`src/rtl/sipo_frame_collector.sv`:
```
// sipo_frame_collector
// Assembles a serial bit stream into WIDTH-bit frames (MSB- or LSB-first)
// and presents each completed word through a one-entry valid/ready buffer.
// A word completed while the buffer is full and not draining is dropped
// and latched into a sticky overrun flag.
module sipo_frame_collector #(
    parameter int WIDTH     = 8,
    parameter bit MSB_FIRST = 1'b1
) (
    input  logic                       clk,
    input  logic                       rst,
    input  logic                       d,
    input  logic                       d_valid,
    input  logic                       start,
    output logic [WIDTH-1:0]           pdata,
    output logic                       pvalid,
    input  logic                       pready,
    output logic                       busy,
    output logic [$clog2(WIDTH):0]     bit_cnt,
    output logic                       overrun,
    input  logic                       clr_ovr
);

    localparam int CW = $clog2(WIDTH) + 1;
    localparam logic [CW-1:0] LAST_CNT = CW'(WIDTH - 1);
    localparam logic [CW-1:0] ONE_CNT  = CW'(1);

    typedef enum logic [0:0] {
        IDLE  = 1'b0,
        SHIFT = 1'b1
    } state_t;

    state_t           state_r;
    state_t           state_nxt_s;
    logic [WIDTH-1:0] sreg_r;
    logic [WIDTH-1:0] sreg_nxt_s;
    logic [WIDTH-1:0] shift_in_s;
    logic [WIDTH-1:0] first_bit_s;
    logic [CW-1:0]    cnt_r;
    logic [CW-1:0]    cnt_nxt_s;
    logic             done_s;
    logic             load_s;
    logic             drop_s;
    logic [WIDTH-1:0] pdata_r;
    logic             pvalid_r;
    logic             busy_r;
    logic             ovr_r;

    // Shift network: shifted register with d inserted, and a fresh frame holding only bit 0.
    always_comb begin
        shift_in_s  = '0;
        first_bit_s = '0;
        if (MSB_FIRST) begin
            shift_in_s  = {sreg_r[WIDTH-2:0], d};
            first_bit_s = {{(WIDTH-1){1'b0}}, d};
        end else begin
            shift_in_s  = {d, sreg_r[WIDTH-1:1]};
            first_bit_s = {d, {(WIDTH-1){1'b0}}};
        end
    end

    // Collector FSM next state: frame start, shift, resync and completion.
    always_comb begin
        state_nxt_s = state_r;
        sreg_nxt_s  = sreg_r;
        cnt_nxt_s   = cnt_r;
        done_s      = 1'b0;
        case (state_r)
            IDLE: begin
                if (d_valid && start) begin
                    sreg_nxt_s  = first_bit_s;
                    cnt_nxt_s   = ONE_CNT;
                    state_nxt_s = SHIFT;
                end else begin
                    state_nxt_s = IDLE;
                end
            end
            SHIFT: begin
                if (d_valid) begin
                    if (cnt_r == LAST_CNT) begin
                        // The completing bit ends the frame even if start is raised with it.
                        done_s      = 1'b1;
                        sreg_nxt_s  = '0;
                        cnt_nxt_s   = '0;
                        state_nxt_s = IDLE;
                    end else if (start) begin
                        sreg_nxt_s  = first_bit_s;
                        cnt_nxt_s   = ONE_CNT;
                        state_nxt_s = SHIFT;
                    end else begin
                        sreg_nxt_s  = shift_in_s;
                        cnt_nxt_s   = cnt_r + ONE_CNT;
                        state_nxt_s = SHIFT;
                    end
                end else begin
                    state_nxt_s = SHIFT;
                end
            end
            default: begin
                state_nxt_s = IDLE;
                sreg_nxt_s  = '0;
                cnt_nxt_s   = '0;
            end
        endcase
    end

    // Output buffer decisions: load when empty or draining this edge, else drop.
    always_comb begin
        load_s = 1'b0;
        drop_s = 1'b0;
        if (done_s) begin
            if (!pvalid_r || pready) begin
                load_s = 1'b1;
            end else begin
                drop_s = 1'b1;
            end
        end else begin
            load_s = 1'b0;
            drop_s = 1'b0;
        end
    end

    // Collector state registers.
    always_ff @(posedge clk) begin
        if (rst) begin
            state_r <= IDLE;
            sreg_r  <= '0;
            cnt_r   <= '0;
            busy_r  <= 1'b0;
        end else begin
            state_r <= state_nxt_s;
            sreg_r  <= sreg_nxt_s;
            cnt_r   <= cnt_nxt_s;
            busy_r  <= (state_nxt_s == SHIFT);
        end
    end

    // Output word buffer and sticky overrun; a new overrun beats clr_ovr.
    always_ff @(posedge clk) begin
        if (rst) begin
            pdata_r  <= '0;
            pvalid_r <= 1'b0;
            ovr_r    <= 1'b0;
        end else begin
            if (load_s) begin
                pdata_r  <= shift_in_s;
                pvalid_r <= 1'b1;
            end else if (pvalid_r && pready) begin
                pvalid_r <= 1'b0;
            end
            if (drop_s) begin
                ovr_r <= 1'b1;
            end else if (clr_ovr) begin
                ovr_r <= 1'b0;
            end
        end
    end

    assign pdata   = pdata_r;
    assign pvalid  = pvalid_r;
    assign busy    = busy_r;
    assign bit_cnt = cnt_r;
    assign overrun = ovr_r;

endmodule

```
`config.mk`:
```
export PLATFORM = sky130hd
export DESIGN_NAME = sipo_frame_collector
export DESIGN_NICKNAME = d
export VERILOG_FILES = /design/src/rtl/sipo_frame_collector.sv
export SDC_FILE = /design/constraint.sdc
export NUM_CORES = 1
export LEC_CHECK = 0
export CAP_MARGIN = 25
export CORE_MARGIN = 5
export CORE_UTILIZATION = 48
export CTS_CLUSTER_SIZE = 10
export DETAILED_ROUTE_END_ITERATION = 8
export PLACE_DENSITY = 0.74
export SETUP_SLACK_MARGIN = 0.2
export SYNTH_ARGS = -nofsm -noshare
export SYNTH_HDL_FRONTEND = slang
export SYNTH_SLANG_ARGS = --single-unit
```
`constraint.sdc`:
```
create_clock -name clk -period 2 [get_ports clk]
set_input_delay 0.5 -clock clk [delete_from_list [all_inputs] [get_ports clk]]
set_output_delay 0.5 -clock clk [all_outputs]
set_load 0.01 [all_outputs]
```
==> results.cfg <==
[run_status]
status = finished, final reports clean

[timing]
tightest_slew_ns = 0.3150
finalCritPeriodShare_pct = 87.35
fin_skew_ns = 0.008870
fmax_mhz = 572.4
slew_headroom_pct = 78.96
setup_tns_ns = 0
worst_slack_ns = 0.2530
fin_hold_ws_ns = 0.4813
period_needed_ns = 1.747
rsz0062_at_grt = no
setup_viol = 0
slew_violations = 0
hold_violations = 0

[floorplanning]
initial_core_util_pct = 49.94
coreArea_sq_mm = 0.001962
die_h_um = 55.18
io_pins = 22
chipWidth_um = 55.18
dieArea_sq_mm = 0.003044
rows = 16

[clocking]
clockBufferDepth = 2
clkTransAtPathRegs_ns = 0.12
clkLatencyLatePin_ns = 0.30
cts_root_buf = clkbuf_4
cts_inserted_buffers = 3
htree_levels = 1
cts.sinks = 22
cts_tree = done

[detailed_routing]
vias = 813
initialDrtViolationCount = 10
dr.pass1.iters = 4
post_drt_wl_per_cell_um = 12.22
drc = 0
vias_per_cell = 5.212
ant_nets = 0
wl_um = 1906

[power]
p_seq_share_pct = 52.9
leakage_uw = 0.0004401
power.ir.vdd_worst_uv = 581.3
pwr-share-clk_pct = 39.0
p_int_uw = 681.1
p_sw_share_pct = 19.43
powerDensity_mw_per_mm2 = 647.7
comb_power_share_pct = 8.1
p_switching_uw = 164.2

[finish]
drive_above_1_share_pct = 13.95
final_nets = 138
syn2layout_area_growth_pct = 33.21
multi_input_area_sq_um = 490.5
register_area_sq_um = 445.4
utilization_pct = 66.52
n_fill_cell = 183
instances_no_fill = 156
antenna_cells = 0

[global_route]
grt_max_degree = 31
first_global_vias = 727
grtUsageTotal_pct = 14.62
antenna_found_initial = 0
grt_pass1_wl_um = 3256
grt-ovfl-total = 0

[placement]
dp_cells = 152
gp_congestion = 0.7881
dpl_worst_slack_ns = 0.01294
port_buffers = 21
hpwlAfterDp_um = 1389

[logic_synthesis]
syn_area_sq_um = 979.7
async_reset_ff_share_pct = 0
synth_warnings = 0
synth_top_cell_area_share_pct = 44.96
synth_common_cells = 22 x dfxtp_1, 18 x nand2b_1, 8 x mux2i_1, 8 x nor2_1, 7 x a21oi_1
yosysSeqAreaShare_pct = 44.96
synth_cells = 103
yosysMostFrequentCell = dfxtp_1
synth_edf_count = 0
synth_top_area_cell = dfxtp_1
synth_ff_type = dfxtp_1
synth-seq-cells = 22
synthesis.nets = 111
syn_avg_cell_area_sq_um = 9.512
ys_types = 27
ys_top_cells_by_area = dfxtp_1 45%, nand2b_1 11%, mux2i_1 8.2%

[run]
drv_cap = 0

[critical_path]
cp-start-kind = register
crit_type = register to primary output
crit_arrival_ns = 1.25
cp_cell_sequence = clkdlybuf4s50_1
worst_path_max_delay_cell = clkdlybuf4s50_1
slowest_delay_ns = 0.55
crit_family = buffers and inverters
cp.buffers_inverters = 1
worstPathRequired_ns = 1.50
cp_max_fo = 5
endpoint_kind = primary output

[min_path]
hp-class = register to register
## sequential cells by signal, summed over array words and instances, names as in the netlist
register,flops
busy,1
overrun,1
bit_cnt,4
sreg_r,7
pvalid,1
pdata,8
## routing by layer
metal / GRT usage (%) / part of all wire (%)
met5: 0 / 0
met1: 19.21 / 47
met2: 23.82 / 47
met3: 2.949 / 5.5
met4: 4.858 / 0.68
## cells by family after synthesis
logic type,synth area share (%)
and+or+nand+nor,26.95
DFF,44.96
AOI/OAI and AO/OA,13.67
muxes,8.174
adders and majority gates,1.277
buffers and inverters,4.981
## cells in the final DEF (no fill, tap or decap), types with 4 or more instances in the layout
master           instances
a21oi_1                  7
a32oi_1                  6
buf_4                    6
clkdlybuf4s50_1         21
dfxtp_1                 18
dfxtp_2                  4
mux2i_1                  8
nand2_1                  5
nand2b_1                18
nor2_1                   8
## final timing paths
path | startpoint | to | slack, ns | cells past startpoint
setup reg to reg | bit_cnt[0] | pdata[2] | 0.42 | 5
hold / removal | pdata[4] | pdata[4] | 0.48 | 2
hold reg to reg | pdata[4] | pdata[4] | 0.48 | 2
setup / recovery | bit_cnt[0] | bit_cnt[0] | 0.25 | 1
## layout make-up
cell class,instances,share of cell area [%]
Clock buffer,3,1.726
Tap cell,27,2.589
Clock inverter,1,2.301
Multi-Input combinational cell,73,37.58
Sequential cell,22,34.13
Timing Repair Buffer,28,21.09
Inverter,2,0.5753
## timing repair
item	in CTS	in global routing
resized for setup	3	1
setup buffers	0	0
endpoints found under the setup margin	3	1
hold buffers	0	0
## power by group through the flow
| stage | registers [uW] | clock network, uW | logic [uW] |
|---|---|---|---|
| final | 447 | 330 | 68.1 |
| after CTS | 447 | 339 | 68.1 |
| after detailed placement | 457 | 0 | 67.4 |
| after floorplan | 457 | 0 | 36.9 |
| after global routing | 448 | 353 | 75.1 |
| after global placement | 457 | 0 | 67.7 |
## stage by stage
step | power [uW] | area (sq um)
after CTS | 854.4 | 1304
after floorplan | 494.3 | 979.7
after global routing | 876.5 | 1305
after global placement | 524.4 | 1247
after detailed placement | 524.3 | 1247
final | 845.2 | 1305
## tightest hold or removal path, stage by stage, from the launching register on
cell and delay [ns]:
dfxtp_1 0.33, nand2b_1 0.06, mux2i_1 0.06
(Power assumes the default switching activity.)
